## src/rtl/vga_dither_out.sv

```systemverilog
// vga_dither_out: RGB444 -> RGB222 ordered-dither output stage for the TinyVGA PMOD.
// Two-stage pipeline. Stage 1 captures the Bayer threshold, the colours and the
// delayed sync/blank. Stage 2 quantizes, blanks and registers the PMOD byte.
// A per-frame counter can rotate the Bayer column so the pattern shifts every frame.

// Per-channel quantizer: 4-bit colour to 2-bit colour, with optional threshold bump.
module vga_dither_quant (
  input  logic [3:0] c_i,
  input  logic [1:0] t2_i,
  input  logic       dith_i,
  output logic [1:0] q_o
);
  // Round the top two bits up when the dropped fraction beats the threshold; saturate at 3.
  always_comb begin
    q_o = c_i[3:2];
    if (dith_i && (c_i[1:0] > t2_i) && (c_i[3:2] != 2'd3))
      q_o = c_i[3:2] + 2'd1;
  end
endmodule

module vga_dither_out #(
  parameter bit SYNC_ACTIVE_LOW = 1'b1
) (
  input  logic       clk,
  input  logic       reset,
  input  logic [3:0] r_in,
  input  logic [3:0] g_in,
  input  logic [3:0] b_in,
  input  logic [1:0] pix_x_lo,
  input  logic [1:0] pix_y_lo,
  input  logic       display_on,
  input  logic       hsync_in,
  input  logic       vsync_in,
  input  logic       dither_en,
  input  logic       temporal_en,
  output logic [7:0] uo_out,
  output logic [1:0] frame_cnt
);
  localparam int  NUM_CH    = 3;
  localparam logic SYNC_IDLE = SYNC_ACTIVE_LOW;
  localparam logic SYNC_ACT  = ~SYNC_ACTIVE_LOW;

  // 4x4 Bayer matrix, indexed {row, column}.
  function automatic logic [3:0] bayer(input logic [1:0] y, input logic [1:0] x);
    case ({y, x})
      4'h0: bayer = 4'd0;   4'h1: bayer = 4'd8;   4'h2: bayer = 4'd2;   4'h3: bayer = 4'd10;
      4'h4: bayer = 4'd12;  4'h5: bayer = 4'd4;   4'h6: bayer = 4'd14;  4'h7: bayer = 4'd6;
      4'h8: bayer = 4'd3;   4'h9: bayer = 4'd11;  4'hA: bayer = 4'd1;   4'hB: bayer = 4'd9;
      4'hC: bayer = 4'd15;  4'hD: bayer = 4'd7;   4'hE: bayer = 4'd13;  default: bayer = 4'd5;
    endcase
  endfunction

  logic [NUM_CH-1:0][3:0] col_d, col_q;
  logic [NUM_CH-1:0][1:0] q;
  logic [3:0]             t_d, t_q;
  logic [1:0]             xi;
  logic                   de_q, hs_q, vs_q, dith_q;
  logic [7:0]             uo_d, uo_q;
  logic                   vs_prev_q;
  logic [1:0]             fc_d, fc_q;

  // Channel 0 is red, 1 green, 2 blue.
  assign col_d = {b_in, g_in, r_in};
  // Temporal mode slides the column index by the frame count so the pattern walks.
  assign xi    = temporal_en ? (pix_x_lo + fc_q) : pix_x_lo;
  assign t_d   = bayer(pix_y_lo, xi);

  // Stage 1: threshold, raw colour, and sync/blank delayed to stay aligned.
  always_ff @(posedge clk) begin
    if (reset) begin
      t_q    <= '0;
      col_q  <= '0;
      de_q   <= 1'b0;
      hs_q   <= SYNC_IDLE;
      vs_q   <= SYNC_IDLE;
      dith_q <= 1'b0;
    end else begin
      t_q    <= t_d;
      col_q  <= col_d;
      de_q   <= display_on;
      hs_q   <= hsync_in;
      vs_q   <= vsync_in;
      dith_q <= dither_en;
    end
  end

  genvar ch;
  generate
    for (ch = 0; ch < NUM_CH; ch++) begin : g_ch
      vga_dither_quant u_quant (
        .c_i    (col_q[ch]),
        .t2_i   (t_q[3:2]),
        .dith_i (dith_q),
        .q_o    (q[ch])
      );
    end
  endgenerate

  // Assemble the PMOD byte; colour is forced dark outside active video.
  always_comb begin
    uo_d = {hs_q, 3'b000, vs_q, 3'b000};
    if (de_q)
      uo_d = {hs_q, q[2][0], q[1][0], q[0][0], vs_q, q[2][1], q[1][1], q[0][1]};
  end

  // Stage 2: registered output byte.
  always_ff @(posedge clk) begin
    if (reset) uo_q <= {SYNC_IDLE, 3'b000, SYNC_IDLE, 3'b000};
    else       uo_q <= uo_d;
  end

  // Count once per vsync pulse, on its idle-to-asserted transition.
  always_comb begin
    fc_d = fc_q;
    if ((vs_prev_q != SYNC_ACT) && (vsync_in == SYNC_ACT))
      fc_d = fc_q + 2'd1;
  end

  // Frame counter and vsync history; reset parks history at idle so release is not an edge.
  always_ff @(posedge clk) begin
    if (reset) begin
      vs_prev_q <= SYNC_IDLE;
      fc_q      <= '0;
    end else begin
      vs_prev_q <= vsync_in;
      fc_q      <= fc_d;
    end
  end

  assign uo_out    = uo_q;
  assign frame_cnt = fc_q;
endmodule

```

## config.mk

```make
export PLATFORM = sky130hd
export DESIGN_NAME = vga_dither_out
export DESIGN_NICKNAME = d
export VERILOG_FILES = /design/src/rtl/vga_dither_out.sv
export SDC_FILE = /design/constraint.sdc
export NUM_CORES = 1
export LEC_CHECK = 0
export BUFFER_PORTS_ARGS = -buffer_cell sky130_fd_sc_hd__buf_2
export CORE_ASPECT_RATIO = 1.25
export CORE_MARGIN = 3
export CORE_UTILIZATION = 23
export CTS_BUF_LIST = sky130_fd_sc_hd__clkbuf_8
export DETAILED_ROUTE_END_ITERATION = 10
export PLACE_DENSITY_LB_ADDON = 0.1
export SLEW_MARGIN = 15
export SYNTH_ARGS = -nofsm -noshare
export SYNTH_HDL_FRONTEND = slang
export SYNTH_SLANG_ARGS = --single-unit
```

## constraint.sdc

```tcl
create_clock -name clk -period 1.5 [get_ports clk]
set_input_delay 0.075 -clock clk [delete_from_list [all_inputs] [get_ports clk]]
set_output_delay 0.075 -clock clk [all_outputs]
set_load 0.03 [all_outputs]
```

**Yosys cells after proc, flatten, opt, wreduce, memory -nomap -nowiden**

Memories as Yosys holds them, arrays and structs flattened. A register that Yosys moved wholly into a read port is not among the register bits.
Index checks and enable logic that the tools add are counted.

- Memory bits (read-only): 64
- Register bits after elaboration: 26
- Memories kept: 1
- Word-level logic and storage cells: 36
- Input port bits: 23

Memories:

| name | words | bits a word | read ports | clocked after Yosys merged registers in | wr ports | line | text |
|---|---|---|---|---|---|---|---|
| (no name shown) | 16 | 4 | 1 | 1 | 0 | 45 | `case ({y, x})` |

- Bitwise logic cells: 2
- Reductions and logical operators: 8
- Equality and inequality tests: 3
- Mux-type cells: 4
- $lt $le $gt $ge: 3
- Add/sub/neg operators: 5

Operators with widths:

| cell | number |
|---|---|
| $add A2 B1 Y2 const B | 4 |
| $mux W2 | 4 |
| $logic_and A1 B1 Y1 | 7 |
| $gt A2 B2 Y1 | 3 |
| $ne A2 B2 Y1 const B | 3 |
| $add A2 B2 Y2 | 1 |
| $not A1 Y1 | 2 |
| $reduce_or A2 Y1 | 1 |

**Logic depth before layout (Yosys ltp)**

Gate-level depths: netlist of run 1.

- Depth after elaboration: 4
- Depth in mapped cells: 5

**Cells and area by module**

A second synthesis of run 1 with hierarchy kept.

- Cell total of the unflattened synthesis: 99
- Area total of the unflattened synthesis: 1098.6 µm²

Modules (own cells, without submodules):

| module | sequential area each (µm²) | cells each | instances | area each (µm²) |
|---|---|---|---|---|
| vga_dither_out | 560.5 | 66 | 1 | 805.8 |
| vga_dither_quant | 0.0 | 11 | 3 | 97.6 |

**Least setup slack after synthesis of run 1**

OpenSTA, ideal clock, no wires.

- Path type: reg2reg
- Start: reg t_q[3]
- End: reg uo_q[0], in the netlist uo_out[0]
- Slack: 0.282 ns
- Period minus slack after synthesis: 1.218 ns
- Cell stages (with the launch flop): 6
- Arrival time: 1.099 ns
- Setup time: 0.118 ns
- Cells stage by stage: dfxtp_1 > inv_1 > ha_1 > nor2b_1 > o2111a_2 > mux2i_1

- Cells in the longest elaborated chain, start to end: 4

Ends and longest elaborated chain:

| element | line | text |
|---|---|---|
| start, declared | 55 | `logic [3:0] t_d, t_q;` |
| $gt A2 B2 Y1 | 16 | `if (dith_i && (c_i[1:0] > t2_i) && (c_i[3:2] != 2'd3))` |
| $logic_and A1 B1 Y1 (2 in series) | 16 |  |
| $mux W2 | 16 |  |
| end signal, assigned | 108 | `if (reset) uo_q <= {SYNC_IDLE, 3'b000, SYNC_IDLE, 3'b000};` |
| end signal, assigned | 109 | `else uo_q <= uo_d;` |
| end, declared | 58 | `logic [7:0] uo_d, uo_q;` |

Every way passes these cells.
A chain may end at the register's enable or synchronous reset.

**Worst setup path after layout of run 1**

Same ends and word-level chain as after synthesis.

==> results of run 1 <==
[cell usage after synthesis, drive strengths merged]
cell type / number / share of area
nor2b: 13 / 0.076
o2111a: 3 / 0.034
inv: 7 / 0.024
dfxtp: 28 / 0.51
and2b: 7 / 0.048
mux2i: 6 / 0.055
nand2: 13 / 0.045
or2b: 2 / 0.014
nand3b: 1 / 0.0069
xnor2: 3 / 0.024
or2: 4 / 0.023
ha: 9 / 0.10
xor2: 1 / 0.0080
buf: 1 / 0.0046
clkbuf: 2 / 0.0080
nand2b: 1 / 0.0057
nor2: 3 / 0.010
[worst max-delay path by stage]
stage | from | endpoint | slack (ns) | cells after the start
after global placement | t_q[3] | uo_out[0] | 0.21 | 5
after floorplan | t_q[3] | uo_out[0] | 0.28 | 5
after CTS | t_q[3] | uo_out[0] | 0.20 | 5
final | t_q[3] | uo_out[0] | 0.21 | 5
after detailed placement | t_q[3] | uo_out[0] | 0.21 | 5
after global routing | t_q[3] | uo_out[0] | 0.1 | 5
[layout by cell type, fill, tap and decap left out, drive strengths merged]
cell type / count
xnor2: 3
mux2i: 6
ha: 9
nor2b: 13
nand2b: 1
nand2: 13
xor2: 1
inv: 7
nand3b: 1
clkbuf: 3
or2b: 2
buf: 31
and2b: 7
or2: 4
dfxtp: 28
dlygate4sd3: 8
bufinv: 1
o2111a: 3
nor2: 3
[logic make-up after synthesis]
kind of cell | after synthesis
AOI/OAI and AO/OA | 3
xor gates and xnor gates | 4
adders and majority gates | 9
buffers and inverters | 10
DFF | 28
muxes | 6
and+or+nand+nor | 44
[worst max-delay path, cell delays in order, from the launching register on]
cell	delay (ns)
dfxtp_1	0.32
inv_1	0.07
ha_1	0.28
nor2b_1	0.13
o2111a_2	0.27
mux2i_1	0.12
[state kept, by name (all words and copies together) (netlist names)]
signal,count
col_q,12
de_q,1
dith_q,1
frame_cnt,2
hs_q,1
t_q,2
uo_out,8
vs_prev_q,1
[per-layer routing]
layer | vias up | track usage | part of all wire | wire (um)
met5 | - | 0 | 0 | 0
met4 | 0 | 0.0332 | 0.012 | 23
met3 | 2 | 0.0203 | 0.066 | 125
met2 | 23 | 0.112 | 0.47 | 882
met1 | 324 | 0.0962 | 0.45 | 848
li1 | 408 | - | - | -
[where the power goes]
group	leakage (nW)	switching (mW)	internal, mW
registers	0.232	0.0180	0.781
logic	0.391	0.0891	0.103
clock network	0.0357	0.234	0.357
total	0.658	0.341	1.24
[cell type report]
class / count / area (um^2) / area share
timing repair buffer: 39 / 238 / 0.162
clock buffer: 3 / 41.3 / 0.0282
inverter: 7 / 26.3 / 0.0179
clock inverter: 1 / 30.0 / 0.0205
sequential: 28 / 561 / 0.383
tap: 58 / 72.6 / 0.0496
multi-input combinational: 66 / 495 / 0.338
[stage by stage]
step                power, mW  instance area [um^2]
floorplan               0.938                  1100
global placement        0.994                  1310
detailed placement      0.998                  1310
CTS                      1.61                  1450
global route             1.67                  1460
finish                   1.58                  1460
==> flow_metrics.env, run 1 <==
export IMPL_cts_sinks=28
export IMPL_crit_path_start_kind="register"
export IMPL_max_freq_mhz=777
export IMPL_ys_ff_latch=28
export IMPL_gr_total_overflow=0
export IMPL_ctsResizeCount=0
export IMPL_fin_ws_ns=0.213
export IMPL_place_inst=190
export IMPL_reg2reg_to="uo_out[0]"
export IMPL_fin_worst_skew_ns=0.00410
export IMPL_clkTransAtPathRegs_ns=0.10
export IMPL_ys_warn_count=0
export IMPL_critical_path_max_fanout=3
export IMPL_vias=757
export IMPL_ir_drop_uv=362
export IMPL_synthesis_area_um2=1100
export IMPL_dr_pass1_iters=4
export IMPL_crit_type="register to register"
export IMPL_final_cell_count_no_fill=202
export IMPL_synth_cell_types=19
export IMPL_utilization=0.326
export IMPL_cp_end_kind="register"
export IMPL_r2r_start="t_q[3]"
export IMPL_vias_per_cell=3.75
export IMPL_finalSetupTns_ns=0
export IMPL_min_to="col_q[8]"
export IMPL_synth_seq_area_share=0.511
export IMPL_antenna_found_initial=0
export IMPL_globalplace_congestion=0.632
export IMPL_drtAntennaViolNets=0
export IMPL_synth_nets=136
export IMPL_grt_use_total=0.0740
export IMPL_post_cts_buffers=0
export IMPL_cts_hold_buffers=7
export IMPL_synth_area_per_cell_um2=10.5
export IMPL_dp_slack_ns=0.208
export IMPL_cp_data_required_time_ns=1.67
export IMPL_r2r_slack_ns=0.21
export IMPL_die_w_um=67.7
export IMPL_timing_final_crit_share=0.858
export IMPL_max_cap_violations=0
export IMPL_worst_hold_slack_ns=0.00605
export IMPL_synth_xor_area_share=0.0320
export IMPL_h_tree_depth=1
export IMPL_rows=27
export IMPL_diodes=0
export IMPL_clkLatencyLatePin_ns=0.27
export IMPL_setup_viol=0
export IMPL_min_path_cells=2
export IMPL_wl_mm=1.88
export IMPL_cts_root_buf="clkbuf_8"
export IMPL_io_buffers=30
export IMPL_fillCellCount=474
export IMPL_cts_tree="built"
export IMPL_cts_buffer_depth=2
export IMPL_grt_pass1_vias=735
export IMPL_period_needed_ns=1.29
export IMPL_cp_arrival_ns=1.46
export IMPL_synth_fa_ha_area_frac=0.103
export IMPL_synth_top_family_by_area="simple AND/OR/NAND/NOR gates"
export IMPL_rsz0062_at_grt="no"
export IMPL_num_io_pins=33
export IMPL_status="finished, final reports clean"
export IMPL_p_leak_nw=0.658
export IMPL_die_y_um=83.2
export IMPL_areaGrowthSynthToFinish_pct=33.6
export IMPL_core_um2=4490
export IMPL_die_area_um2=5640
export IMPL_grt_first_pass_wirelength_mm=3.17
export IMPL_layout_nets=177
export IMPL_drc=0
export IMPL_min_from="b_in[0]"
export IMPL_numCtsBuffers=3
export IMPL_synth_simple_area_share=0.228
export IMPL_drive_above_1_share=0.299
export IMPL_worstMarginPinSlew_ns=0.408
export IMPL_min_path_type="input port to register"
export IMPL_drt_wirelength_per_cell_um=9.31
export IMPL_p_per_area_nw_per_um2=1080
export IMPL_maxSlewViolCount=0
export IMPL_drtIter0Drc=11
export IMPL_grt_start_max_net_pins=23
export IMPL_initial_core_util=0.244
export IMPL_slew_headroom=0.727
export IMPL_synthMuxAreaShare=0.0548
export IMPL_synth_compound_area_share=0.0342
export IMPL_netlist_instances=104
export IMPL_r2r_cells=5
export IMPL_hold_violations=0
(Power assumes the default switching activity.)
==> run 2: changes to the inputs <==
CORE_UTILIZATION = 47   (was 23)
clock period = 1.15 ns   (was 1.5 ns; I/O delays follow)
==> run 2 against run 1 <==
The run now ends with negative setup slack left. Maximum frequency up 0.89%. Count of clock-buffer cells in the layout up 1. Largest power group unchanged. Combinational power up 61%. Sequential cell count unchanged. Clock skew down 0.0032 ns. Setup slack worse by 0.34 ns.
==> flow_metrics.env, run 2 (same netlist as run 1, synthesis figures left out) <==
export IMPL_mostFrequentLayoutCells="buf_2 (30), dfxtp_1 (27), nand2_1 (13), dlygate4sd3_1 (12), nor2b_1 (9)"
export IMPL_drc=0
export IMPL_numCtsBuffers=3
export IMPL_max_cap_violations=0
export IMPL_io_buffers=30
export IMPL_seq_power_share=0.541
export IMPL_ff_latch_area_um2=562
export IMPL_grt_first_pass_wirelength_mm=3.31
export IMPL_maxSlewViolCount=0
export IMPL_die_area_um2=2950
export IMPL_cp_end_kind="register"
export IMPL_dp_final_hpwl_mm=1.42
export IMPL_min_from="display_on"
export IMPL_die_w_um=49.2
export IMPL_cp_data_required_time_ns=1.35
export IMPL_clkPwrFrac=0.300
export IMPL_min_path_type="input port to register"
export IMPL_slew_headroom=0.895
export IMPL_drive_above_1_share=0.349
export IMPL_violations="negative setup slack"
export IMPL_reg2reg_to="uo_out[0]"
export IMPL_gr_total_overflow=0
export IMPL_cts_root_buf="clkbuf_8"
export IMPL_cp_arrival_ns=1.47
export IMPL_finalPower_mw=1.94
export IMPL_crit_type="register to register"
export IMPL_cts_sinks=28
export IMPL_h_tree_depth=1
export IMPL_num_io_pins=33
export IMPL_rsz0062_at_grt="yes"
export IMPL_areaGrowthSynthToFinish_pct=39.0
export IMPL_place_inst=163
export IMPL_grt_use_total=0.146
export IMPL_period_needed_ns=1.28
export IMPL_cts_tree="built"
export IMPL_p_switching_mw=0.438
export IMPL_fin_ws_ns=-0.126
export IMPL_worstMarginPinSlew_ns=0.157
export IMPL_cts_buffer_depth=2
export IMPL_vias=813
export IMPL_critical_path_max_fanout=3
export IMPL_min_to="de_q"
export IMPL_grt_start_max_net_pins=16
export IMPL_hold_violations=0
export IMPL_die_y_um=60.0
export IMPL_wl_mm=1.97
export IMPL_worstPathCellList="inv_4 -> ha_4 -> nor2b_4 -> o2111a_2 -> mux2i_1"
export IMPL_setup_worst_path_start="t_q[3]"
export IMPL_vias_per_cell=4.54
export IMPL_fillCellCount=177
export IMPL_clkTransAtPathRegs_ns=0.09
export IMPL_dr_pass1_iters=2
export IMPL_setup_viol=6
export IMPL_r2r_cells=5
export IMPL_clkLatencyLatePin_ns=0.26
export IMPL_worst_path_max_delay_cell="dfxtp_2"
export IMPL_drtAntennaViolNets=0
export IMPL_p_per_area_nw_per_um2=1270
export IMPL_worst_hold_slack_ns=0.000532
export IMPL_p_sw_frac=0.226
export IMPL_internal_power_mw=1.50
export IMPL_status="finished, violations left"
export IMPL_min_path_cells=2
export IMPL_top_register="col_q"
export IMPL_p_leak_nw=0.695
export IMPL_final_common_cell="buf_2"
export IMPL_largest_register_ffs=12
export IMPL_layout_nets=182
export IMPL_timing_final_crit_share=1.11
export IMPL_max_freq_mhz=784
export IMPL_core_um2=2090
export IMPL_antenna_found_initial=0
export IMPL_rows=18
export IMPL_multi_input_area_um2=556
export IMPL_ir_drop_uv=1090
export IMPL_crit_path_start_kind="register"
export IMPL_diodes=0
export IMPL_pwr_share_comb=0.159
export IMPL_r2r_start="t_q[3]"
export IMPL_final_cell_count_no_fill=179
export IMPL_drt_wirelength_per_cell_um=11.0
export IMPL_fin_worst_skew_ns=0.000912
export IMPL_drtIter0Drc=11
export IMPL_slowest_delay_ns=0.35
export IMPL_r2r_slack_ns=-0.13
export IMPL_globalplace_congestion=0.691
export IMPL_grt_pass1_vias=859
export IMPL_initial_core_util=0.523
-- run 2: changes by cell type in the layout (fill, tap and decap cells not counted), moves of 3 or more --
cell / before / now
dlygate4sd3_1: 8 / 12
ha_1: 9 / 6
ha_4: 0 / 3
nor2b_1: 12 / 9
nor2b_4: 0 / 3
-- run 2: timing repair --
item,4_1_cts,5_1_grt
hold endpoints to repair,11,1
pin swaps,3,4
setup buffers,0,0
hold buffers,11,1
endpoints found under the setup margin,6,6
gates resized for setup,1,3
-- run 2: area by class of cell --
class,instances,share of cell area
Multi-Input combinational cell,66,0.365
Timing Repair Buffer,44,0.187
Clock buffer,4,0.0361
Inverter,7,0.0189
Sequential cell,28,0.369
Tap cell,30,0.0246
-- run 2: worst max path at each step --
stage                end  slack, ns  depth (start not counted)
2_1_floorplan  uo_out[0]      -0.06                          5
3_3_place_gp   uo_out[4]      -0.09                          5
6_report       uo_out[0]      -0.13                          5
5_1_grt        uo_out[2]      -0.16                          5
3_5_place_dp   uo_out[2]      -0.12                          5
4_1_cts        uo_out[0]      -0.11                          5
-- run 2: routing by layer --
layer,part of all wire,global-route usage,vias up
li1,-,-,418
met1,0.40,0.145,373
met2,0.56,0.301,20
met3,0.040,0.0274,2
met4,0.0041,0.0488,0
met5,0,0,-
-- run 2: worst max-delay path, delay by kind of cell, from the launching register on --
family          cells  cell delay [ns]
mux                 1             0.18
compound gates      1             0.25
fa+ha+maj           1             0.26
buf+inv             1             0.05
flops               1             0.35
simple gates        1             0.12
-- run 2: per-stage QoR --
| stage | worst slack [ns] | TNS, ns | instance area, um^2 | utilization |
|---|---|---|---|---|
| floorplan | -0.0579 | -0.297 | 1140 | - |
| global placement | -0.0873 | -0.480 | 1330 | 0.633 |
| detailed placement | -0.119 | -0.664 | 1330 | 0.633 |
| CTS | -0.106 | -0.596 | 1500 | 0.716 |
| global route | -0.159 | -0.901 | 1520 | 0.728 |
| finish | -0.126 | -0.625 | 1520 | 0.728 |
-- run 2: power by group through the flow --
stage	Sequential [mW]	Clock (mW)	Combinational [mW]
2_1_floorplan	1.10	0	0.147
3_3_place_gp	1.07	0	0.245
3_5_place_dp	1.07	0	0.254
4_1_cts	1.05	0.595	0.291
5_1_grt	1.06	0.643	0.347
6_report	1.05	0.581	0.309
==> run 3: changes to the inputs <==
CORE_UTILIZATION = 44   (was 47)
CTS_BUF_LIST = not set   (was sky130_fd_sc_hd__clkbuf_8)
CTS_CLUSTER_DIAMETER = 200   (was not set)
==> run 3 against run 2 <==
The flow still finishes with violations (negative setup slack). Total power decreased by 9.9%. Maximum frequency decreased by 1.1%. Sequential power about the same. Combinational power increased by 3%. Utilization decreased by 3.8 points. Cell count increased by 5.0%. Setup slack got worse by 0.015 ns. Routed wire length decreased by 5.2%. First-iteration DRC count decreased by 45%. Hold slack improved by 0.0013 ns. Register-to-register slack about the same. Count of clock-buffer cells in the layout decreased by 1.
==> flow_metrics.env, run 3 (same netlist as run 1, synthesis figures left out) <==
export IMPL_status="finished, violations left"
export IMPL_violations="negative setup slack"
export IMPL_drc=0
export IMPL_fin_ws_ns=-0.140
export IMPL_worstPathCellList="inv_4 -> ha_4 -> nor2b_1 -> o2111a_2 -> mux2i_1"
export IMPL_multi_input_area_um2=548
export IMPL_place_inst=165
export IMPL_die_area_um2=3130
export IMPL_final_cell_count_no_fill=188
export IMPL_clkPwrFrac=0.217
export IMPL_top_layer="met4"
export IMPL_min_path_cells=2
export IMPL_grt_pass1_vias=792
export IMPL_period_needed_ns=1.29
export IMPL_die_y_um=61.8
export IMPL_reg2reg_to="uo_out[1]"
export IMPL_grt_use_total=0.136
export IMPL_clkTransAtPathRegs_ns=0.13
export IMPL_dp_slack_ns=-0.159
export IMPL_fin_worst_skew_ns=0.00140
export IMPL_vias_per_cell=4.48
export IMPL_numCtsBuffers=3
export IMPL_grt_first_pass_wirelength_mm=3.13
export IMPL_r2r_start="t_q[3]"
export IMPL_diodes=0
export IMPL_mostFrequentLayoutCells="buf_2 (30), dfxtp_1 (27), dlygate4sd3_1 (20), nand2_1 (13), nor2b_1 (10)"
export IMPL_min_path_type="input port to register"
export IMPL_p_sw_frac=0.239
export IMPL_min_to="col_q[6]"
export IMPL_layout_nets=191
export IMPL_wl_mm=1.87
export IMPL_slowest_delay_ns=0.36
export IMPL_wl_met2_um=974
export IMPL_ff_latch_area_um2=562
export IMPL_antenna_found_initial=0
export IMPL_io_buffers=30
export IMPL_max_cap_violations=0
export IMPL_crit_path_start_kind="register"
export IMPL_drive_above_1_share=0.325
export IMPL_largest_register_ffs=12
export IMPL_cts_root_buf="clkbuf_4"
export IMPL_setup_viol=6
export IMPL_clkLatencyLatePin_ns=0.31
export IMPL_utilization=0.689
export IMPL_maxSlewViolCount=0
export IMPL_areaGrowthSynthToFinish_pct=43.5
export IMPL_hold_violations=0
export IMPL_p_per_area_nw_per_um2=1110
export IMPL_fillCellCount=196
export IMPL_die_w_um=50.6
export IMPL_max_freq_mhz=775
export IMPL_min_from="reset"
export IMPL_vias=842
export IMPL_dpl_instance_area_um2=1340
export IMPL_critical_path_max_fanout=3
export IMPL_slew_headroom=0.899
export IMPL_r2r_cells=5
export IMPL_gr_total_overflow=0
export IMPL_initial_core_util=0.480
export IMPL_cts_buffer_depth=2
export IMPL_rows=19
export IMPL_core_um2=2280
export IMPL_p_switching_mw=0.417
export IMPL_p_leak_nw=0.715
export IMPL_cp_end_kind="register"
export IMPL_crit_type="register to register"
export IMPL_route_met3_wl_um=88
export IMPL_timing_final_crit_share=1.12
export IMPL_top_register="col_q"
export IMPL_internal_power_mw=1.33
export IMPL_num_io_pins=33
export IMPL_cp_data_required_time_ns=1.40
export IMPL_cp_arrival_ns=1.54
export IMPL_setup_worst_path_start="t_q[3]"
export IMPL_globalplace_congestion=0.675
export IMPL_grt_start_max_net_pins=17
export IMPL_finalPower_mw=1.75
export IMPL_r2r_slack_ns=-0.14
export IMPL_dr_pass1_iters=2
export IMPL_drtAntennaViolNets=0
export IMPL_ir_drop_uv=1060
export IMPL_worst_path_max_delay_cell="dfxtp_2"
export IMPL_rsz0062_at_grt="yes"
export IMPL_final_common_cell="buf_2"
export IMPL_wl_met1_um=778
export IMPL_worstMarginPinSlew_ns=0.148
export IMPL_seq_power_share=0.600
export IMPL_finalInstanceArea_um2=1570
export IMPL_drtIter0Drc=6
export IMPL_cts_sinks=28
export IMPL_drt_wirelength_per_cell_um=9.94
export IMPL_cts_tree="built"
export IMPL_dp_final_hpwl_mm=1.39
export IMPL_h_tree_depth=1
export IMPL_pwr_share_comb=0.182
run 3: worst max-delay path by stage:
stage                            to  slack, ns  depth (start not counted)
after CTS                 uo_out[1]      -0.16                          5
after floorplan           uo_out[0]      -0.06                          5
after global placement    uo_out[0]      -0.09                          5
after detailed placement  uo_out[1]      -0.16                          5
after global routing      uo_out[6]      -0.19                          5
final                     uo_out[1]      -0.14                          5
run 3: per-stage QoR:
step,hold slack (ns),setup TNS [ns]
after floorplan,0.129,-0.297
after global placement,0.243,-0.517
after detailed placement,0.245,-0.678
after CTS,0.0448,-0.722
after global routing,0.0269,-1.05
final,0.00188,-0.645
run 3: cell type report:
cell class / count / area share
Clock buffer: 3 / 0.0143
Inverter: 7 / 0.0183
Multi-Input combinational cell: 66 / 0.348
Sequential cell: 28 / 0.357
Tap cell: 31 / 0.0247
Timing Repair Buffer: 53 / 0.237
run 3: critical path: cells and delay by family (launching register included):
| kind | cells | cell delay [ns] |
|---|---|---|
| AO/OA/AOI/OAI | 1 | 0.22 |
| multiplexers | 1 | 0.21 |
| flip-flops | 1 | 0.36 |
| adder cells (fa/ha/maj) | 1 | 0.25 |
| AND/OR/NAND/NOR | 1 | 0.12 |
| buffers and inverters | 1 | 0.06 |
run 3: repair_timing:
| action | 4_1_cts | 5_1_grt |
|---|---|---|
| hold buffers | 21 | 1 |
| setup endpoints to repair | 6 | 8 |
| setup buffers | 0 | 0 |
| endpoints found under the hold margin | 17 | 1 |
| pin swaps | 5 | 1 |
| resized for setup | 0 | 3 |
run 3: layer usage:
metal  track usage  vias to the layer above
met5             0                        -
met4        0.0808                        0
met3        0.0215                        4
met2         0.261                       23
met1         0.142                      378
li1              -                      437
run 3: power groups by stage:
stage	Combinational (mW)	Clock [mW]	Sequential, mW
3_3_place_gp	0.247	0	1.07
4_1_cts	0.310	0.407	1.05
5_1_grt	0.359	0.426	1.06
3_5_place_dp	0.256	0	1.07
6_report	0.319	0.380	1.05
2_1_floorplan	0.147	0	1.10
